--- src/rtl/w_expand_16_64.sv ---
// SHA-256 message-schedule expander: loads W[0..15] and streams W[0..W_LENGTH-1] with valid/ready.
// Optional macro W_VECTOR_OUT_EN adds a w_vector output collecting every emitted word.
module w_expand_16_64 #(
    parameter int W_LENGTH = 64,
    localparam int IDX_W = $clog2(W_LENGTH)
) (
    input  logic             clock,
    input  logic             reset,
    input  logic             enable,
    input  logic             w_16_complete,
    input  logic [511:0]     w16_vector,
    input  logic             w_ready,
    output logic             w_valid,
    output logic [31:0]      w_word,
    output logic [IDX_W-1:0] w_index,
    output logic             w_last,
    output logic             busy,
`ifdef W_VECTOR_OUT_EN
    output logic [32*W_LENGTH-1:0] w_vector,
`endif
    output logic             done
);

    localparam int DATA_W = 32;
    localparam logic [IDX_W-1:0] LAST_T = IDX_W'(W_LENGTH - 1);

    typedef enum logic [1:0] {
        IDLE = 2'd0,
        RUN  = 2'd1,
        DONE = 2'd2
    } state_t;

    state_t              state;
    state_t              state_next;
    logic [DATA_W-1:0]   win [16];
    logic [IDX_W-1:0]    t;
    logic                load;
    logic                beat;
    logic [DATA_W-1:0]   new_word;

    function automatic logic [DATA_W-1:0] sig0(input logic [DATA_W-1:0] x);
        return {x[6:0], x[31:7]} ^ {x[17:0], x[31:18]} ^ (x >> 3);
    endfunction

    function automatic logic [DATA_W-1:0] sig1(input logic [DATA_W-1:0] x);
        return {x[16:0], x[31:17]} ^ {x[18:0], x[31:19]} ^ (x >> 10);
    endfunction

    // Next window entry, computed from the oldest word onward; carries wrap mod 2^32.
    assign new_word = sig1(win[14]) + win[9] + sig0(win[1]) + win[0];

    always_ff @(posedge clock or negedge reset) begin
        if (!reset) begin
            state <= IDLE;
        end else begin
            state <= state_next;
        end
    end

    always_comb begin
        state_next = state;
        load       = 1'b0;
        beat       = 1'b0;
        w_valid    = 1'b0;
        busy       = 1'b0;
        done       = 1'b0;
        case (state)
            IDLE: begin
                if (w_16_complete) begin
                    load       = 1'b1;
                    state_next = RUN;
                end
            end
            RUN: begin
                w_valid = 1'b1;
                busy    = 1'b1;
                beat    = w_ready;
                if (w_ready && (t == LAST_T)) begin
                    state_next = DONE;
                end
            end
            DONE: begin
                busy       = 1'b1;
                done       = 1'b1;
                state_next = IDLE;
            end
            default: begin
                state_next = IDLE;
            end
        endcase
        // Dropping enable abandons the block outright: no load, no shift, no done pulse.
        if (!enable) begin
            state_next = IDLE;
            load       = 1'b0;
            beat       = 1'b0;
        end
    end

    assign w_word  = (state == RUN) ? win[0] : '0;
    assign w_index = (state == RUN) ? t : '0;
    assign w_last  = w_valid && (t == LAST_T);

    always_ff @(posedge clock or negedge reset) begin
        if (!reset) begin
            for (int i = 0; i < 16; i++) win[i] <= '0;
            t <= '0;
        end else if (!enable) begin
            for (int i = 0; i < 16; i++) win[i] <= '0;
            t <= '0;
        end else if (load) begin
            for (int i = 0; i < 16; i++) win[i] <= w16_vector[32*i +: 32];
            t <= '0;
        end else if (beat) begin
            for (int i = 0; i < 15; i++) win[i] <= win[i+1];
            win[15] <= new_word;
            t       <= t + 1'b1;
        end else if (state == DONE) begin
            t <= '0;
        end
    end

`ifdef W_VECTOR_OUT_EN
    // Collected words persist after the block so the consumer can read them in IDLE.
    always_ff @(posedge clock or negedge reset) begin
        if (!reset) begin
            w_vector <= '0;
        end else if (!enable || load) begin
            w_vector <= '0;
        end else if (beat) begin
            w_vector[32*t +: 32] <= win[0];
        end
    end
`endif

endmodule

--- config.mk ---
export PLATFORM = sky130hd
export DESIGN_NAME = w_expand_16_64
export DESIGN_NICKNAME = d
export VERILOG_FILES = /design/src/rtl/w_expand_16_64.sv
export SDC_FILE = /design/constraint.sdc
export NUM_CORES = 1
export LEC_CHECK = 0
export CORE_MARGIN = 10
export CORE_UTILIZATION = 47
export DETAILED_ROUTE_END_ITERATION = 12
export PLACE_DENSITY = 0.79
export SLEW_MARGIN = 20
export SYNTH_ARGS = -nofsm -noshare
export SYNTH_HDL_FRONTEND = slang
export SYNTH_SLANG_ARGS = --single-unit
--- constraint.sdc ---
create_clock -name clock -period 4.99 [get_ports clock]
set_input_delay 0.7485 -clock clock [delete_from_list [all_inputs] [get_ports clock]]
set_output_delay 0.7485 -clock clock [all_outputs]
set_load 0.005 [all_outputs]
==> reports/metrics.cfg, run 1 <==
[outcome]
status=completed

[route]
wl_per_cell_um=26.4
antenna_left=0
drc_errors=0
dr.first_iter.drc_count=3619
vias_per_cell=5.84
wirelength_mm=120
drt_pass1_iterations=6
vias=26595

[worst_setup_path]
cp_max_fo=5
cp.buffers_inverters=1
crit_family=compound AO/OA/AOI/OAI gates
start_kind=flip-flop
worstPathArrival_ps=5010
crit_chain=xor2_1, xnor2_1, fa_1, fa_1, inv_1, ha_1, fa_1, a21oi_1, o21ai_1, a21oi_1, o21ai_1, a21oi_1, o31ai_2, a31oi_1, o21ai_1
worstPathRequired_ps=5480
cp_num_cells=15
worstSetupPathType=reg2reg
slowest_stage=fa_1
max_stage_delay_ps=490
reg2reg_depth=15
critPathCaptureType=flip-flop

[yosys]
synth_edf_count=0
synth_area_leaders=dfrtp_1 47%, o21ai_0 8.6%, a21oi_1 8.4%
synth_warnings=0
synth_top_cell_by_area=dfrtp_1
ys_ff_latch=520
netlist_area_sq_um=27500
ys.flop_type=dfrtp_1
synth_cells=3296
async_flop_share=1.00
syn_avg_cell_area_sq_um=8.34
synth-seq-area-share=0.474
ys_types=50
syn_nets=3911
yosysTopAreaCellShare=0.474

[place]
dp_hpwl_mm=91.3
io_buffers=558
place.gp.congestion=0.976

[global_routing]
grt_overflow=0
grt_max_degree=167
grt_pass1_vias=25931
grt_pass1_wl_mm=173
antenna_found_initial=15
gr-usage-all-layers=0.341

[clock_network]
cts_tree=built
clock-root-buffer=clkbuf_16
ctsHoldBuffers=0
insertion_delay_ps=620
cts-htree-levels=2
clkTransAtPathRegs_ps=60
cts_buffer_depth=3
cts_buffers=55
cts.repair.resized=0
post_cts_buffers=0
clock_sinks=520

[cells_and_area]
layout_commonest_cell=clkdlybuf4s50_1
final_layout_size_suffix_gt1_frac=0.0404
final_util=0.620
num-nets-final=4339
seq_area_sq_um=13000
final_cell_mix=557 x clkdlybuf4s50_1, 520 x dfrtp_1, 515 x nand2_1
fill_cells=4936
multi_input_area_sq_um=13100
area_growth_pct=30.4

[sta]
finalCriticalPeriod_ps=4520
finalMaxSlewViolations=0
hold_viol=0
setup_viol=0
skew_ps=19.1
whs_ps=183
tightest_slew_ps=928
rsz0062_at_grt=false
final.setup.tns_ps=0
slew_headroom=0.375
min_period_over_period=0.905
fmax_mhz=221

[floorplan]
floorplan.initialDensity=0.475
die_h_um=262
core_sq_um=57800
die-area_sq_um=68500
rows=88
dieWidth_um=262
ios=559

[job]
cap_violations=0

[power]
p_leak_nw=15.5
ir_drop_mv=0.350
powerDensity_nw_per_um2=534

[min_path]
min_path_type=in2async

==> metal layers <==
metal  part of all wire  global-route usage  vias to the layer above  routed length, um
met1               0.39               0.447                    13082              47400
met4              0.052               0.163                        4               6270
li1                   -                   -                    11861                  -
met2               0.46               0.530                     1405              54900
met3              0.096              0.0749                      243              11500
met5            0.00020                   0                        -                 24
==> power by group <==
part | internal, mW | total (mW) | switching (mW)
Clock | 2.70 | 4.53 | 1.83
Sequential | 4.87 | 5.44 | 0.571
Combinational | 3.32 | 9.15 | 5.84
==> logic make-up (layout without fill, tap and decap cells) <==
kind of cell,Yosys count,count (layout),share of synthesized area
AO/OA/AOI/OAI,1124,1124,0.218
XOR/XNOR,150,150,0.0478
adder cells (fa/ha/maj),98,98,0.0616
buffers and inverters,365,836,0.0500
flip-flops,520,520,0.474
multiplexers,1,1,0.000364
other,0,19,0
AND/OR/NAND/NOR,1038,1038,0.149
==> path summary, 6_finish.rpt <==
path / startpoint / to / slack, ps
worst max-delay path: win[50]$_DFFE_PN0P_ / win[29]$_DFFE_PN0P_ / 470
worst min-delay path: reset / win[353]$_DFFE_PN0P_ / 180
worst max register to register: win[50]$_DFFE_PN0P_ / win[29]$_DFFE_PN0P_ / 470
worst min register to register: win[13]$_DFFE_PN0P_ / win[13]$_DFFE_PN0P_ / 520
max in group asynchronous: reset / win[22]$_DFFE_PN0P_ / 3530
min in group clock: win[13]$_DFFE_PN0P_ / win[13]$_DFFE_PN0P_ / 520
==> worst reg2reg max path, delay by kind of cell (launching register included) <==
family          cells  cell delay, ps
compound gates      8            1860
fa+ha+maj           4            1620
flops               1             460
xor+xnor            2             410
buf+inv             1              40
==> Yosys cell counts, types with 3 or more instances <==
library cell	count
a31oi_1	4
and2_1	40
nor2b_1	3
a22oi_1	86
ha_1	36
nand3_1	11
xor2_1	60
xnor2_1	90
o21a_1	6
o21ai_1	59
a21oi_1	459
o21bai_1	4
clkbuf_1	227
buf_1	8
and3_1	6
nor2_1	444
nand2_1	516
inv_1	127
o21ai_0	473
dfrtp_1	520
a21o_1	12
nand4_1	8
fa_1	62
buf_2	3
==> per-stage QoR <==
stage                     setup slack [ps]  instance area (sq um)  cells  power [mW]
after CTS                              568                  35800   4532        18.9
after floorplan                       1270                  27500   3296        10.8
after detailed placement               610                  33800   4432        14.3
after global routing                   316                  35800   4544        20.0
final                                  472                  35800   4551        19.1
after global placement                 561                  33800   4432        14.5
==> flip-flops by register name, summed over array words and instances (netlist names) <==
| register | count |
|---|---|
| state | 2 |
| t | 6 |
| win | 512 |
==> area by class of cell <==
type                    count  area share
flip-flops and latches    520       0.363
clock buffers              78      0.0447
well taps                 765      0.0267
inverters                 127      0.0133
multi-input cells        2411       0.366
diodes                     19     0.00133
clock inverters            22      0.0104
repair buffers            609       0.174
No activity file was read; power rests on OpenSTA's default activity.
==> run 2: changes to the inputs <==
--- a/config.mk
+++ b/config.mk
@@ -6,9 +6,9 @@
 export NUM_CORES = 1
 export LEC_CHECK = 0
 export CORE_MARGIN = 10
-export CORE_UTILIZATION = 47
+export CORE_UTILIZATION = 40
 export DETAILED_ROUTE_END_ITERATION = 12
-export PLACE_DENSITY = 0.79
+export PLACE_DENSITY = 0.7
 export SLEW_MARGIN = 20
 export SYNTH_ARGS = -nofsm -noshare
 export SYNTH_HDL_FRONTEND = slang
==> reports/metrics.cfg, run 2 (synthesized netlist as in run 1, its figures left out) <==
[clock_network]
cts_tree=built
clock_sinks=520  ; unchanged
cts-htree-levels=2  ; unchanged
cts.repair.resized=0  ; unchanged
ctsHoldBuffers=0  ; unchanged
cts_buffer_depth=3  ; unchanged
cts_buffers=59  ; +7.3%
clock-root-buffer=clkbuf_16
insertion_delay_ps=640  ; +20 ps
clkTransAtPathRegs_ps=60  ; about the same
post_cts_buffers=0  ; unchanged

[power]
p_sw_mw=7.97  ; -3.3%
pwr-share-clk=0.231  ; -0.006
comb_power_share=0.474  ; -0.005
ir_drop_mv=0.329  ; -6.0%
internal-power_mw=10.5  ; -3.4%
seq_power_share=0.296  ; +0.011
switching_share=0.431  ; about the same
powerDensity_nw_per_um2=519  ; -2.8%
p_leak_nw=15.3  ; -1.2%

[sta]
hold_viol=0  ; unchanged
skew_ps=34.6  ; +15.5 ps
min_period_over_period=0.924  ; +0.0183
rsz0062_at_grt=false
fmax_mhz=217  ; -2.0%
finalCriticalPeriod_ps=4610  ; +91.4 ps
finalMaxSlewViolations=0  ; unchanged
setup_viol=0  ; unchanged
tightest_slew_ps=1050  ; +124 ps
slew_headroom=0.291  ; -0.0835
final.setup.tns_ps=0  ; unchanged

[min_path]
min_path_type=in2async

[route]
vias=25824  ; -2.9%
drt_pass1_iterations=6  ; unchanged
wl_per_cell_um=25.5  ; -3.3%
antenna_left=0  ; unchanged
dr.first_iter.drc_count=2764  ; -24%
drc_errors=0  ; unchanged
vias_per_cell=5.54  ; -5.3%
wirelength_mm=119  ; -0.90%

[floorplan]
die_h_um=282  ; +7.8%
core_sq_um=68300  ; +18%
floorplan.initialDensity=0.402  ; -0.0733
rows=96  ; +9.1%
dieWidth_um=282  ; +7.8%
ios=559  ; unchanged
die-area_sq_um=79600  ; +16%

[cells_and_area]
largest_register_ffs=512  ; unchanged
regMostFlops=win
layout_commonest_cell=clkdlybuf4s50_1
final_cell_mix=557 x clkdlybuf4s50_1, 520 x dfrtp_1, 515 x nand2_1
final_layout_size_suffix_gt1_frac=0.0370  ; -0.00332
final_util=0.521  ; -0.0987
num-nets-final=4325  ; -0.32%
top_regs=win (512), t (6), state (2)
area_growth_pct=29.7

[global_routing]
grt_overflow=0  ; unchanged
grt_pass1_wl_mm=173  ; about the same
grt_max_degree=217  ; +30%
antenna_found_initial=32  ; +17
grt_pass1_vias=25796  ; -0.52%
gr-usage-all-layers=0.291  ; -0.0496

[worst_setup_path]
rrSetupSlack_ps=380  ; -90 ps
r2r_end=win[25]$_DFFE_PN0P_
reg2reg_depth=15  ; unchanged
cp_max_fo=5  ; unchanged
start_kind=flip-flop
rr_startpoint=win[50]$_DFFE_PN0P_
critPathLaunch=win[50]$_DFFE_PN0P_
worstSetupPathType=reg2reg
critPathCaptureType=flip-flop
worstPathArrival_ps=5090  ; +80 ps
worstPathRequired_ps=5470  ; about the same

[job]
cap_violations=0  ; unchanged

[place]
place.gp.congestion=0.976  ; about the same
io_buffers=558  ; unchanged
dp_hpwl_mm=88.2  ; -3.3%

[outcome]
status=completed

## run 2: area by class of cell
cell class,count,area (sq um)
fill,6487,32700
clock inverter,29,234
antenna,28,70.1
inverter,127,477
sequential,520,13000
tap,882,1100
multi-input combinational,2411,13100
clock buffer,76,1610
timing repair buffer,591,6000
## run 2: through the flow
step           power, mW  area (sq um)  setup slack (ps)  hold slack, ps  cells
6_report            18.5         35600               381             161   4664
5_1_grt             19.5         35600               224             197   4653
4_1_cts             18.4         35500               447             194   4635
3_5_place_dp        14.0         33700               478             503   4530
3_3_place_gp        14.1         33700               546             498   4530
2_1_floorplan       10.8         27500              1270             453   3296
## run 2: power groups by stage
stage	logic [mW]	registers, mW	clock network (mW)
final	8.75	5.46	4.26
after global routing	9.45	5.52	4.49
after CTS	8.59	5.44	4.32
after detailed placement	8.51	5.51	0
after global placement	8.60	5.50	0
after floorplan	5.54	5.25	0
## run 2: worst max path at each step
stage | end | slack (ps) | depth (start not counted)
after floorplan | win[29]$_DFFE_PN0P_ | 1270 | 15
after global placement | win[25]$_DFFE_PN0P_ | 550 | 15
after detailed placement | win[25]$_DFFE_PN0P_ | 480 | 15
after CTS | win[25]$_DFFE_PN0P_ | 450 | 15
after global routing | win[25]$_DFFE_PN0P_ | 220 | 15
final | win[25]$_DFFE_PN0P_ | 380 | 15
## run 2: worst max-delay path, stage by stage (launching register included)
cell and delay [ps]:
dfrtp_1 450, xor2_1 200, xnor2_1 310, fa_1 510, fa_1 500, inv_1 40, ha_1 210, fa_1 480
a21oi_1 230, o21ai_1 150, a21oi_1 330, o21ai_1 210, a21oi_1 420, o31ai_2 150, xnor2_1 180, o21ai_1 70
## run 2: metal layers
| metal | up-vias | track usage | part of all wire |
|---|---|---|---|
| met3 | 210 | 0.0638 | 0.080 |
| met1 | 12711 | 0.380 | 0.41 |
| li1 | 11822 | - | - |
| met2 | 1061 | 0.455 | 0.46 |
| met4 | 20 | 0.136 | 0.046 |
| met5 | - | 0 | 0.0011 |
